--- src/rtl/game_over_ctl.sv ---
// Round referee: counts down round time per vsync frame, confirms a Tom/Jerry catch, and reports the winner.
// Optional GAMEOVER_PAUSE_EN adds a pause input that freezes all round progress while in RUN.
module game_over_ctl #(
  parameter int unsigned GAME_SECONDS   = 60,
  parameter int unsigned FRAMES_PER_SEC = 60,
  parameter int unsigned CATCH_FRAMES   = 3,
  parameter int unsigned CHAR_W         = 32,
  parameter int unsigned CHAR_H         = 32
) (
  input  logic        clk,
  input  logic        rst,
`ifdef GAMEOVER_PAUSE_EN
  input  logic        pause,
`endif
  input  logic        start,
  input  logic        vsync,
  input  logic [11:0] tom_x,
  input  logic [11:0] tom_y,
  input  logic [11:0] jerry_x,
  input  logic [11:0] jerry_y,
  output logic [1:0]  gameover,
  output logic        running,
  output logic [6:0]  time_left
);

  localparam int unsigned FC_W = (FRAMES_PER_SEC > 1) ? $clog2(FRAMES_PER_SEC) : 1;
  localparam logic [FC_W-1:0] FC_LAST = FC_W'(FRAMES_PER_SEC - 1);
  localparam logic [6:0]      TL_INIT = 7'(GAME_SECONDS);
  localparam logic [4:0]      CF      = 5'(CATCH_FRAMES);
  localparam logic [12:0]     CW      = 13'(CHAR_W);
  localparam logic [12:0]     CH      = 13'(CHAR_H);

  typedef enum logic [1:0] {IDLE, RUN, OVER} state_t;

  state_t          state_q, state_nxt;
  logic [1:0]      gameover_q, gameover_nxt;
  logic [6:0]      time_left_q, time_left_nxt;
  logic [FC_W-1:0] frame_q, frame_nxt;
  logic [3:0]      catch_q, catch_nxt;
  logic            vsync_d;

  logic            tick;
  logic            count_en;
  logic            paused;
  logic [12:0]     dx, dy, dx_abs, dy_abs;
  logic            overlap;
  logic [4:0]      catch_sum;
  logic            catch_hit;
  logic            wrap;
  logic            timeout;

  assign tick = vsync & ~vsync_d;

`ifdef GAMEOVER_PAUSE_EN
  assign paused = pause;
`else
  assign paused = 1'b0;
`endif

  assign count_en = tick && (state_q == RUN) && !paused;

  // Zero-extend to 13 bits so the difference of two 12-bit positions is exact two's complement.
  assign dx     = {1'b0, tom_x} - {1'b0, jerry_x};
  assign dy     = {1'b0, tom_y} - {1'b0, jerry_y};
  assign dx_abs = dx[12] ? (~dx + 13'd1) : dx;
  assign dy_abs = dy[12] ? (~dy + 13'd1) : dy;
  assign overlap = (dx_abs < CW) && (dy_abs < CH);

  assign catch_sum = {1'b0, catch_q} + 5'd1;
  assign catch_hit = overlap && (catch_sum == CF);

  assign wrap    = (frame_q == FC_LAST);
  assign timeout = wrap && (time_left_q == 7'd1);

  always_comb begin
    state_nxt     = state_q;
    gameover_nxt  = gameover_q;
    time_left_nxt = time_left_q;
    frame_nxt     = frame_q;
    catch_nxt     = catch_q;

    if (start) begin
      state_nxt     = RUN;
      gameover_nxt  = 2'b00;
      time_left_nxt = TL_INIT;
      frame_nxt     = '0;
      catch_nxt     = '0;
    end else if (count_en) begin
      if (wrap) begin
        frame_nxt     = '0;
        time_left_nxt = time_left_q - 7'd1;
      end else begin
        frame_nxt = frame_q + 1'b1;
      end

      if (!overlap)
        catch_nxt = '0;
      else if (catch_sum >= CF)
        catch_nxt = CF[3:0];
      else
        catch_nxt = catch_sum[3:0];

      // Catch wins a tie with the final timer wrap.
      if (catch_hit) begin
        state_nxt    = OVER;
        gameover_nxt = 2'b01;
      end else if (timeout) begin
        state_nxt    = OVER;
        gameover_nxt = 2'b10;
      end
    end
  end

  always_ff @(posedge clk or posedge rst) begin
    if (rst) begin
      state_q     <= IDLE;
      gameover_q  <= 2'b00;
      time_left_q <= TL_INIT;
      frame_q     <= '0;
      catch_q     <= '0;
      vsync_d     <= 1'b0;
    end else begin
      state_q     <= state_nxt;
      gameover_q  <= gameover_nxt;
      time_left_q <= time_left_nxt;
      frame_q     <= frame_nxt;
      catch_q     <= catch_nxt;
      vsync_d     <= vsync;
    end
  end

  assign gameover  = gameover_q;
  assign running   = (state_q == RUN);
  assign time_left = time_left_q;

endmodule
--- config.mk ---
export PLATFORM = sky130hd
export DESIGN_NAME = game_over_ctl
export DESIGN_NICKNAME = d
export VERILOG_FILES = /design/src/rtl/game_over_ctl.sv
export SDC_FILE = /design/constraint.sdc
export NUM_CORES = 1
export LEC_CHECK = 0
export CORE_MARGIN = 2
export CORE_UTILIZATION = 52
export DETAILED_ROUTE_END_ITERATION = 10
export HOLD_SLACK_MARGIN = 0.06
export PLACE_DENSITY = 0.84
export SKIP_CTS_REPAIR_TIMING = 1
export SLEW_MARGIN = 20
export SYNTH_ARGS = -nofsm -noshare
export SYNTH_HDL_FRONTEND = slang
export SYNTH_SLANG_ARGS = --single-unit
--- constraint.sdc ---
create_clock -name clk -period 2.4 [get_ports clk]
set_clock_uncertainty 0.15 [all_clocks]
set_input_delay 0.48 -clock clk [delete_from_list [all_inputs] [get_ports clk]]
set_output_delay 0.48 -clock clk [all_outputs]
set_load 0.02 [all_outputs]
# Word-level counts from Yosys, hierarchy flattened
# Index checks and enable logic that the tools add are counted.
[op_classes]
addsub = 7
magnitude_cmp = 3
n_eq_ne = 4
muxes = 19
bitwise = 4
reduce_logical = 9
[ops]
columns = ["op", "count"]
rows = [
  ["13-bit by 1-bit adder with 13-bit output, second input constant", 2],
  ["13-bit by 6-bit < comparator with 1-bit output, second input constant", 2],
  ["13-bit two-way mux", 2],
  ["13-bit NOT", 2],
  ["12-bit by 12-bit subtractor with 13-bit output", 2],
  ["7-bit two-way mux", 3],
  ["6-bit two-way mux", 3],
  ["4-bit two-way mux", 4],
  ["2-bit two-way mux", 7],
  ["7-bit by 1-bit == test with 1-bit output, second input constant", 1],
  ["7-bit by 1-bit subtractor with 7-bit output, second input constant", 1],
  ["6-bit by 1-bit adder with 6-bit output, second input constant", 1],
  ["6-bit == test, second input constant", 1],
  ["4-bit by 1-bit adder with 5-bit output, second input constant", 1],
  ["5-bit by 2-bit == test with 1-bit output, second input constant", 1],
  ["5-bit by 2-bit >= comparator with 1-bit output, second input constant", 1],
  ["1-bit logical AND", 4],
  ["2-bit AND reduction", 2],
  ["2-bit nonzero test", 2],
  ["3-bit nonzero test", 1],
  ["2-bit by 1-bit == test with 1-bit output, second input constant", 1],
  ["1-bit AND", 1],
  ["1-bit NOT", 1],
]
[word_totals]
register_bits = 22
input_bits = 52

# Longest topological paths before layout
# Gate-level depths: netlist of run 1.
[logic_depth]
ltp_word = 10
depth_mapped = 11

# Least setup slack after synthesis of run 1
# No wires, ideal clock.
[synth_path]
path_kind = "input port to flip-flop"
start = "input port tom_y[0]"
end = "register gameover_q[1] (netlist: gameover[1])"
setup_time_ns = 0.124
arrival_time_ns = 2.969
t_required_ns = 2.126
setup_slack_ns = -0.843
path_stages = 11
path_buffers = 0
path_cell_list = "inv_1 ha_1 fa_1 nand2b_1 a21oi_2 o211ai_2 o21bai_1 or4b_4 a31oi_4 o211ai_4 o31a_1"
[synth_between]
elab_chain_len = 10
elab_cells_between_ends = 12
classes_between = "add/sub: 2; order compare: 1; mux: 4; bitwise: 1; reduce/logical: 4"
[synth_lines]
columns = ["item", "line_no", "source"]
rows = [
  ["start: declaration", "18", "input logic [11:0] tom_y,"],
  ["12-bit by 12-bit subtractor with 13-bit output (*)", "64", "assign dy = {1'b0, tom_y} - {1'b0, jerry_y};"],
  ["13-bit NOT", "66", "assign dy_abs = dy[12] ? (~dy + 13'd1) : dy;"],
  ["13-bit by 1-bit adder with 13-bit output", "66", ""],
  ["13-bit two-way mux (*)", "66", ""],
  ["13-bit by 6-bit < comparator with 1-bit output (*)", "67", "assign overlap = (dx_abs < CW) && (dy_abs < CH);"],
  ["1-bit logical AND (*)", "67", ""],
  ["1-bit logical AND (*)", "70", "assign catch_hit = overlap && (catch_sum == CF);"],
  ["2-bit two-way mux", "104", "if (catch_hit) begin"],
  ["2-bit two-way mux", "88", "end else if (count_en) begin"],
  ["2-bit two-way mux", "82", "if (start) begin"],
  ["end signal: assignment", "124", "gameover_q <= gameover_nxt;"],
  ["end: declaration", "36", "logic [1:0] gameover_q, gameover_nxt;"],
]
# Every way passes the cells marked *; elsewhere a longest branch is shown, timed or not. The select of a mux whose other input is x is not followed.
# A chain may end at the register's enable or synchronous reset.

# Worst setup path after layout of run 1
[layout_path]
start = "input port jerry_x[1]"
end = "register gameover_q[1] (netlist: gameover[1])"
[layout_between]
elab_chain_len = 10
elab_cells_between_ends = 12
classes_between = "add/sub: 2; order compare: 1; mux: 4; bitwise: 1; reduce/logical: 4"
[layout_lines]
columns = ["item", "line_no", "source"]
rows = [
  ["start: declaration", "19", "input logic [11:0] jerry_x,"],
  ["12-bit by 12-bit subtractor with 13-bit output (*)", "63", "assign dx = {1'b0, tom_x} - {1'b0, jerry_x};"],
  ["13-bit NOT", "65", "assign dx_abs = dx[12] ? (~dx + 13'd1) : dx;"],
  ["13-bit by 1-bit adder with 13-bit output", "65", ""],
  ["13-bit two-way mux (*)", "65", ""],
  ["13-bit by 6-bit < comparator with 1-bit output (*)", "67", ""],
  ["1-bit logical AND (*)", "67", ""],
  ["1-bit logical AND (*)", "70", ""],
  ["2-bit two-way mux", "104", ""],
  ["2-bit two-way mux", "88", ""],
  ["2-bit two-way mux", "82", ""],
]
# Marks and branches as above.

==> results of run 1 <==
-- layout by cell type, fill, tap and decap left out, types with 4 or more instances in the layout --
cell	netlist	final
a21oi_2	2	5
clkbuf_2	0	6
mux2i_1	7	7
clkdlybuf4s50_1	0	26
a211oi_2	2	4
nand3_1	6	5
a21o_1	7	6
inv_2	0	16
dlymetal6s2s_1	0	25
dfstp_2	4	4
ha_4	0	19
a21oi_1	18	12
nand2b_4	0	5
buf_6	0	9
o211ai_1	4	4
nor3_1	8	7
nand4_1	6	6
and3_1	4	4
nor2_1	34	31
xor2_1	7	7
ha_1	29	8
nand2b_1	14	9
dfrtp_1	18	18
buf_4	1	84
o21ai_0	11	8
xnor2_1	6	5
inv_1	36	18
nand2_1	28	24
nor2b_1	8	8
-- metal layers --
metal | track usage, % | part of all wire (%) | vias to the layer above
met3 | 2.30 | 6.7 | 100
met2 | 47.7 | 50 | 293
met4 | 4.56 | 7.6 | 0
met1 | 28.1 | 35 | 1787
li1 | - | - | 1604
met5 | 0 | 0 | -
-- kinds of logic (layout without fill, tap and decap cells) --
kind of cell | count (synthesis) | in the layout | synth area share (%)
simple gates | 149 | 149 | 29.2
compound gates | 96 | 96 | 25.6
buf+inv | 41 | 190 | 5.64
fa+ha+maj | 31 | 31 | 14.0
flops | 22 | 22 | 19.2
xor+xnor | 13 | 13 | 3.94
mux | 7 | 7 | 2.43
-- power by group through the flow --
stage	clock (mW)	combinational [mW]	sequential (mW)
2_1_floorplan	0	0.437	0.382
3_3_place_gp	0	0.733	0.382
3_5_place_dp	0	0.761	0.382
4_1_cts	0.232	0.764	0.375
5_1_grt	0.236	1.17	0.376
6_report	0.234	1.12	0.376
-- area by class of cell --
| cell class | count | area [um2] | share of cell area (%) |
|---|---|---|---|
| multi-input combinational | 296 | 2790 | 56.1 |
| sequential | 22 | 556 | 11.2 |
| inverter | 36 | 145 | 2.92 |
| clock buffer | 3 | 41.3 | 0.830 |
| timing repair buffer | 151 | 1350 | 27.1 |
| tap | 72 | 90.1 | 1.81 |
-- per-stage QoR --
stage	instances	total power [mW]	setup slack [ns]	utilization (%)	hold WS, ns
finish	580	1.73	-0.786	91.5	0.390
global route	580	1.78	-0.775	91.5	0.439
CTS	561	1.37	-1.01	77.2	0.381
detailed placement	558	1.14	-1.32	76.5	0.364
global placement	558	1.12	-1.22	76.5	0.347
floorplan	359	0.818	-0.624	-	0.316
-- final timing paths --
kind	to	slack, ns	depth (start not counted)
max	gameover[1]	-0.79	12
min	gameover[1]	0.39	3
max reg2reg	state_q[1]	0.12	7
min reg2reg	frame_q[1]	0.43	2
max in group asynchronous	time_left[5]	1.43	3
min in group clk	frame_q[1]	0.43	2
-- worst min-delay path, cell delays in order --
cell and delay, ns:
clkdlybuf4s50_1 0.39, inv_1 0.05, buf_4 0.27
-- sequential cells by signal, indices dropped and copies added (netlist names) --
| signal | flops |
|---|---|
| catch_q | 4 |
| vsync_d | 1 |
| time_left | 7 |
| gameover | 2 |
| state_q | 2 |
| frame_q | 6 |
==> impl_metrics.py, run 1 <==
metrics = {
    "worst_setup_path": {
        "regToRegStartpoint": "state_q[0]",
        "crit_path_max_incr_delay_ns": 0.37,
        "worstSetupStartpointType": "input pin",
        "critical_path_arrival_ns": 3.19,
        "crit_slowest_cell": "nor4_2",
        "worstSetupPathType": "in2reg",
        "required_ns": 2.41,
        "cpMostUsedCell": "a211o_1",
        "end_kind": "flip-flop",
        "crit_family": "compound AO/OA/AOI/OAI gates",
        "path_max_fanout": 6,
        "worst-path-buf-inv": 3,
        "crit_path_start": "jerry_x[1]",
        "worstPathCellList": "clkbuf_2, inv_2, ha_4, nand2b_4, a211o_1, a211o_1, a211oi_2, nand4_1, nor4_2, buf_4, o211ai_4, o31a_1",
    },
    "power_and_ir_drop": {
        "switchingPower_mw": 0.677,
        "p_leak_nw": 2.34,
        "ir_drop_uv": 259,
        "p_seq_share_pct": 21.7,
        "swShare_pct": 39.2,
        "p_clk_share_pct": 13.5,
        "intPower_mw": 1.05,
        "combPwrFrac_pct": 64.8,
        "power_density_nw_per_um2": 347,
    },
    "final_layout": {
        "fin_area_um2": 4970,
        "drive_gt1_share_pct": 43.7,
        "finalNetCount": 593,
        "syn_to_final_growth_pct": 72.3,
        "nFillCells": 195,
        "diodes": 0,
    },
    "die": {
        "start_util_pct": 53.1,
        "num_rows": 27,
        "core_um2": 5440,
        "dieArea_um2": 6160,
        "ioPinCount": 62,
        "dieHeight_um": 78.5,
        "die_w_um": 78.5,
    },
    "global_route": {
        "grt_pass1_vias": 3136,
        "antenna_found_initial": 0,
        "grt_first_pass_wirelength_mm": 12.6,
        "overflow": 0,
        "grt_usage_pct": 24.2,
        "grt_max_degree": 23,
    },
    "cts": {
        "insertion_delay_ns": 0.27,
        "htreeDepth": 1,
        "cts.sinks": 22,
        "ctsLongestPathBuffers": 2,
        "path_clk_slew_ns": 0.08,
        "root_buffer": "clkbuf_8",
        "cts_buffers": 3,
        "cts_tree": "yes",
    },
    "route": {
        "detail-route-antenna-nets": 0,
        "dr_total_vias": 3784,
        "route.detailed.drc": 0,
        "drt_wl_total_mm": 12.4,
        "vias_per_cell": 6.52,
        "wl_per_cell_um": 21.5,
        "dr.pass1.iters": 8,
        "dr.first_iter.drc_count": 350,
    },
    "outcome": {
        "violations": "negative setup slack",
        "status": "complete, but fails checks",
    },
    "flow_run": {
        "maxCapViolCount": 0,
    },
    "timing": {
        "slew_viol_final": 0,
        "hold_viol_final": 0,
        "worst_pin_slew_ns": 0.556,
        "fin_crit_ns": 3.19,
        "fin_ws_ns": -0.786,
        "grt_setup_unrepaired": "yes",
        "fin_tns_setup_ns": -4.14,
        "finalCritPeriodShare_pct": 133,
        "max_freq_mhz": 314,
        "setup_viol": 6,
        "relSlewSlack_pct": 62.6,
    },
    "synthesis": {
        "syn_inst": 359,
        "synth_most_common_cell": "inv_1",
        "synth_edf_count": 0,
        "synthDistinctLibCells": 78,
        "synth_ff_type": "dfrtp_1",
        "syn_area_um2": 2890,
        "yosysTopAreaCell": "dfrtp_1",
        "synth_fp_nets": 442,
        "seq_area_frac_synth_pct": 19.2,
        "syn_area_per_cell_um2": 8.04,
        "synthTopCellsByCount": "36 x inv_1, 34 x nor2_1, 29 x ha_1",
        "yosys_register_bits": 22,
        "synthTopCellsByArea": "dfrtp_1 16%, ha_1 13%, inv_1 4.7%, nor2_1 4.4%, dfstp_2 3.6%",
        "synthArstFlopShare_pct": 100,
        "yosysTopAreaCellShare_pct": 15.6,
        "yosys_warnings": 0,
    },
    "min_path": {
        "min_path_type": "in2async",
    },
    "place": {
        "port_buffers": 61,
        "placed_cell_area_um2": 4160,
        "gp_congestion": 0.837,
        "hpwl_mm": 6.27,
    },
}
Note: power is estimated with default switching activity, not from simulation.
==> run 2: changes to the inputs <==
--- a/config.mk
+++ b/config.mk
@@ -5,8 +5,8 @@
 export SDC_FILE = /design/constraint.sdc
 export NUM_CORES = 1
 export LEC_CHECK = 0
-export CORE_MARGIN = 2
 export CORE_UTILIZATION = 52
+export CTS_BUF_LIST = sky130_fd_sc_hd__clkbuf_8 sky130_fd_sc_hd__clkbuf_16
 export DETAILED_ROUTE_END_ITERATION = 10
 export HOLD_SLACK_MARGIN = 0.06
 export PLACE_DENSITY = 0.84
==> run 2 against run 1 <==
Worst hold slack better by 0.0071 ns. Worst setup slack worse by 0.13 ns. Critical endpoint is now catch_q[1]. Routed wire length is 18% higher. Non-clock buffer count is 2 higher. First-iteration DRC count is 29% higher. Final area is 0.45% higher. Cell count is 0.17% higher. The flow still finishes with violations (negative setup slack). Combinational power is 4% higher. Largest cell class unchanged. Clock-buffer cell count stayed put. Utilization is 3.9 points higher. Die area is 5.0% lower. Fmax is 4.0% lower.
==> impl_metrics.py, run 2 (synthesis gave the netlist of run 1 again) <==
metrics = {
    "outcome": {
        "status": "complete, but fails checks",
        "violations": "negative setup slack",
    },
    "die": {
        "dieArea_um2": 5850,
        "num_rows": 26,
        "die_w_um": 76.5,
        "dieHeight_um": 76.5,
        "core_um2": 5240,
        "start_util_pct": 55.1,
        "ioPinCount": 62,
    },
    "place": {
        "port_buffers": 61,
        "place_inst": 563,
        "hpwl_mm": 6.43,
        "gp_congestion": 0.847,
        "pre_cts_ws_ns": -1.27,
    },
    "cts": {
        "cts_buffers": 3,
        "path_clk_slew_ns": 0.08,
        "htreeDepth": 1,
        "insertion_delay_ns": 0.27,
        "root_buffer": "clkbuf_8",
        "cts_tree": "yes",
        "ctsLongestPathBuffers": 2,
        "cts.sinks": 22,
    },
    "timing": {
        "fin_crit_ns": 3.32,
        "relSlewSlack_pct": 51.8,
        "finalCritPeriodShare_pct": 138,
        "fin_ws_ns": -0.920,
        "setup_viol": 6,
        "hold_viol_final": 0,
        "holdWs_ns": 0.397,
        "slew_viol_final": 0,
        "grt_setup_unrepaired": "yes",
        "worst_pin_slew_ns": 0.719,
        "max_freq_mhz": 301,
    },
    "worst_setup_path": {
        "crit_family": "compound AO/OA/AOI/OAI gates",
        "worstSetupPathType": "in2reg",
        "worstPathCellList": "dlymetal6s2s_1, ha_4, nor2_1, a211oi_1, nor2_1, xnor2_1, nand4_1, a2bb2oi_4, buf_4, nand2_1, o31ai_2",
        "worstSetupStartpointType": "input pin",
        "crit_slowest_cell": "a211oi_1",
        "critical_path_arrival_ns": 3.34,
        "path_max_fanout": 4,
        "worst-path-buf-inv": 2,
        "end_kind": "flip-flop",
        "required_ns": 2.42,
        "cpMostUsedCell": "nor2_1",
        "crit_path_max_incr_delay_ns": 0.62,
    },
    "power_and_ir_drop": {
        "ir_drop_uv": 309,
        "p_clk_share_pct": 18.6,
        "p_leak_nw": 2.36,
        "switchingPower_mw": 0.732,
        "intPower_mw": 1.15,
        "combPwrFrac_pct": 61.4,
        "swShare_pct": 38.9,
        "power_density_nw_per_um2": 377,
        "p_seq_share_pct": 20.0,
    },
    "global_route": {
        "grt_usage_pct": 28.4,
        "overflow": 0,
        "grt_pass1_vias": 3353,
        "grt_max_degree": 23,
        "antenna_found_initial": 1,
        "grt_first_pass_wirelength_mm": 14.0,
    },
    "min_path": {
        "min_path_type": "in2async",
    },
    "route": {
        "vias_per_cell": 7.05,
        "detail-route-antenna-nets": 0,
        "wl_per_cell_um": 25.2,
        "dr.first_iter.drc_count": 451,
        "dr.pass1.iters": 8,
        "route.detailed.drc": 0,
        "drt_wl_total_mm": 14.6,
        "dr_total_vias": 4095,
    },
    "final_layout": {
        "finalNetCount": 595,
        "stdcell_count": 581,
        "layout_commonest_cell": "buf_4",
        "largest_register_ffs": 7,
        "diodes": 0,
        "fin_util_pct": 95.4,
        "layout_common_cells": "88 x buf_4, 33 x nor2_1, 29 x clkdlybuf4s50_1",
        "nFillCells": 130,
        "multi_input_area_um2": 2760,
        "syn_to_final_growth_pct": 73.1,
        "seqCellArea_um2": 556,
        "drive_gt1_share_pct": 42.1,
    },
    "flow_run": {
        "maxCapViolCount": 0,
    },
}
[run 2: final timing paths]
kind / cells after the start / end / from / slack [ns]
max: 11 / catch_q[1] / tom_x[2] / -0.92
min: 3 / frame_q[2] / rst / 0.40
max reg2reg: 9 / state_q[0] / catch_q[1] / 0.11
min reg2reg: 2 / gameover[0] / gameover[0] / 0.43
max in group asynchronous: 3 / time_left[4] / rst / 1.42
min in group clk: 2 / gameover[0] / gameover[0] / 0.43
[run 2: routing by layer]
metal | up-vias | wire [um] | track usage, %
met4 | 0 | 1610 | 8.27
li1 | 1621 | - | -
met1 | 1875 | 4900 | 31.3
met5 | - | 0 | 0
met3 | 198 | 1570 | 3.23
met2 | 401 | 6550 | 56.0
[run 2: layout make-up]
class | count | share of cell area (%)
Clock buffer | 3 | 0.826
Timing Repair Buffer | 153 | 27.6
Tap cell | 70 | 1.75
Clock inverter | 1 | 0.601
Sequential cell | 22 | 11.1
Inverter | 36 | 2.90
Multi-Input combinational cell | 296 | 55.2
[run 2: stage by stage]
step	setup TNS [ns]	total power, mW	area, um2
final	-5.04	1.88	5000
after global routing	-5.18	1.93	5000
after CTS	-5.70	1.51	4280
after detailed placement	-7.36	1.16	4210
after global placement	-6.92	1.13	4210
after floorplan	-3.29	0.818	2950
[run 2: power groups by stage]
stage               Combinational [mW]  Clock, mW  Sequential, mW
global placement                 0.749          0           0.382
global route                      1.19      0.360           0.376
detailed placement               0.781          0           0.382
finish                            1.16      0.351           0.376
CTS                              0.786      0.348           0.375
floorplan                        0.437          0           0.382
[run 2: worst reg2reg max path: stages, from the launching register on]
cell and delay, ns:
dfrtp_1 0.48, ha_1 0.26, nand2_1 0.08, a21oi_1 0.21, nor2_1 0.11, nor2_1 0.20, nand2_1 0.13, nor2_1 0.22
o211ai_4 0.13, o21ba_1 0.21
==> run 3: changes to the inputs <==
--- a/config.mk
+++ b/config.mk
@@ -7,10 +7,12 @@
 export LEC_CHECK = 0
 export CORE_UTILIZATION = 52
 export CTS_BUF_LIST = sky130_fd_sc_hd__clkbuf_8 sky130_fd_sc_hd__clkbuf_16
+export CTS_CLUSTER_DIAMETER = 120
 export DETAILED_ROUTE_END_ITERATION = 10
 export HOLD_SLACK_MARGIN = 0.06
 export PLACE_DENSITY = 0.84
 export SKIP_CTS_REPAIR_TIMING = 1
+export SKIP_LAST_GASP = 1
 export SLEW_MARGIN = 20
 export SYNTH_ARGS = -nofsm -noshare
 export SYNTH_HDL_FRONTEND = slang
==> run 3 against run 2 <==
The flow still finishes with violations (negative setup slack). First-iteration DRC count is 15% higher. Worst hold slack worse by 0.0098 ns. Utilization hardly changed. Sequential share of layout area hardly changed. Non-clock buffer count stayed put. Highest routed layer unchanged. Via count is 1.3% higher. Worst setup slack better by 0.11 ns.
==> impl_metrics.py, run 3 (synthesis gave the netlist of run 1 again) <==
metrics = {
    "cts": {
        "cts.sinks": 22,
        "insertion_delay_ns": 0.27,
        "root_buffer": "clkbuf_8",
        "ctsLongestPathBuffers": 2,
        "path_clk_slew_ns": 0.08,
        "cts_buffers": 3,
        "htreeDepth": 1,
        "cts_tree": "yes",
    },
    "final_layout": {
        "drive_gt1_share_pct": 41.9,
        "stdcell_count": 581,
        "diodes": 0,
        "nFillCells": 134,
        "fin_area_um2": 4990,
        "finalNetCount": 595,
        "layout_commonest_cell": "buf_4",
        "layout_common_cells": "88 x buf_4, 33 x nor2_1, 29 x clkdlybuf4s50_1",
        "syn_to_final_growth_pct": 73.0,
        "fin_util_pct": 95.4,
        "largest_register_ffs": 7,
    },
    "place": {
        "placed_cell_area_um2": 4210,
        "port_buffers": 61,
        "place_inst": 563,
        "gp_congestion": 0.847,
        "hpwl_mm": 6.43,
    },
    "die": {
        "core_um2": 5240,
        "dieArea_um2": 5850,
        "num_rows": 26,
        "ioPinCount": 62,
        "dieHeight_um": 76.5,
        "die_w_um": 76.5,
        "start_util_pct": 55.1,
    },
    "power_and_ir_drop": {
        "p_leak_nw": 2.36,
        "ir_drop_uv": 403,
        "power_density_nw_per_um2": 377,
        "power_mw": 1.88,
    },
    "timing": {
        "fin_tns_setup_ns": -4.31,
        "hold_viol_final": 0,
        "setup_viol": 6,
        "worst_pin_slew_ns": 0.697,
        "fin_crit_ns": 3.21,
        "fin_ws_ns": -0.808,
        "max_freq_mhz": 312,
        "slew_viol_final": 0,
        "finalCritPeriodShare_pct": 134,
        "relSlewSlack_pct": 53.3,
        "grt_setup_unrepaired": "yes",
    },
    "global_route": {
        "grt_use_met2_pct": 56.0,
        "antenna_found_initial": 0,
        "grtUsageMet1_pct": 31.3,
        "grt_first_pass_wirelength_mm": 14.0,
        "use_met3_pct": 3.23,
        "grt_max_degree": 23,
        "grt_pass1_vias": 3353,
        "grt_usage_pct": 28.4,
        "globalRoute.busiestLayer": "met2",
        "overflow": 0,
    },
    "route": {
        "dr.pass1.iters": 6,
        "drt_wl_total_mm": 14.6,
        "route.detailed.drc": 0,
        "vias_per_cell": 7.14,
        "dr_total_vias": 4150,
        "dr.first_iter.drc_count": 517,
        "wl_per_cell_um": 25.1,
        "detail-route-antenna-nets": 0,
    },
    "worst_setup_path": {
        "critical_path_arrival_ns": 3.23,
        "end_kind": "flip-flop",
        "worstSetupPathType": "in2reg",
        "required_ns": 2.42,
        "worstSetupStartpointType": "input pin",
        "path_max_fanout": 4,
    },
    "flow_run": {
        "maxCapViolCount": 0,
    },
    "min_path": {
        "min_path_type": "in2async",
    },
    "outcome": {
        "status": "complete, but fails checks",
        "violations": "negative setup slack",
    },
}
-- run 3: cell count changes in the layout (fill, tap and decap cells not counted) --
cell	change
nand2_2	-1
nand2_1	+1
-- run 3: per-layer routing --
layer / part of all wire, % / routed length [um]
met4: 11 / 1560
met1: 32 / 4720
met2: 46 / 6720
met3: 11 / 1570
met5: 0 / 0
-- run 3: path summary, 6_finish.rpt --
check                             from  cells past startpoint  slack (ns)            to
min                                rst                      3        0.39    frame_q[4]
max in group asynchronous          rst                      3        1.44  time_left[4]
max reg2reg                 state_q[1]                      7        0.26    state_q[0]
min reg2reg                 catch_q[2]                      1        0.40    catch_q[2]
max                        jerry_x[10]                     12       -0.81    catch_q[1]
min in group clk            catch_q[2]                      1        0.40    catch_q[2]
-- run 3: cell type report --
class | instances | area [um2] | share of cell area, %
clock buffers | 3 | 41.3 | 0.827
clock inverters | 1 | 30.0 | 0.601
inverters | 36 | 145 | 2.91
repair buffers | 153 | 1380 | 27.7
multi-input cells | 296 | 2750 | 55.1
flip-flops and latches | 22 | 556 | 11.1
well taps | 70 | 87.6 | 1.75
-- run 3: power breakdown --
group	internal, mW	total [mW]	leakage [nW]	switching, mW
clock network	0.223	0.351	0.0357	0.128
logic	0.554	1.15	2.04	0.601
registers	0.373	0.376	0.285	0.00261
total	1.15	1.88	2.36	0.732
-- run 3: worst max-delay path, stage by stage --
cell,delay [ns]
clkdlybuf4s50_1,0.52
inv_1,0.09
ha_1,0.38
inv_1,0.10
a21oi_1,0.14
o22a_1,0.25
o31ai_2,0.11
a2111o_1,0.47
a2bb2oi_4,0.21
buf_4,0.16
nand2_1,0.08
o31ai_2,0.24
-- run 3: metrics by stage --
step | hold WS [ns] | worst slack, ns
after detailed placement | 0.355 | -1.27
after floorplan | 0.316 | -0.624
final | 0.387 | -0.808
after global routing | 0.400 | -0.841
after global placement | 0.345 | -1.21
after CTS | 0.387 | -0.994
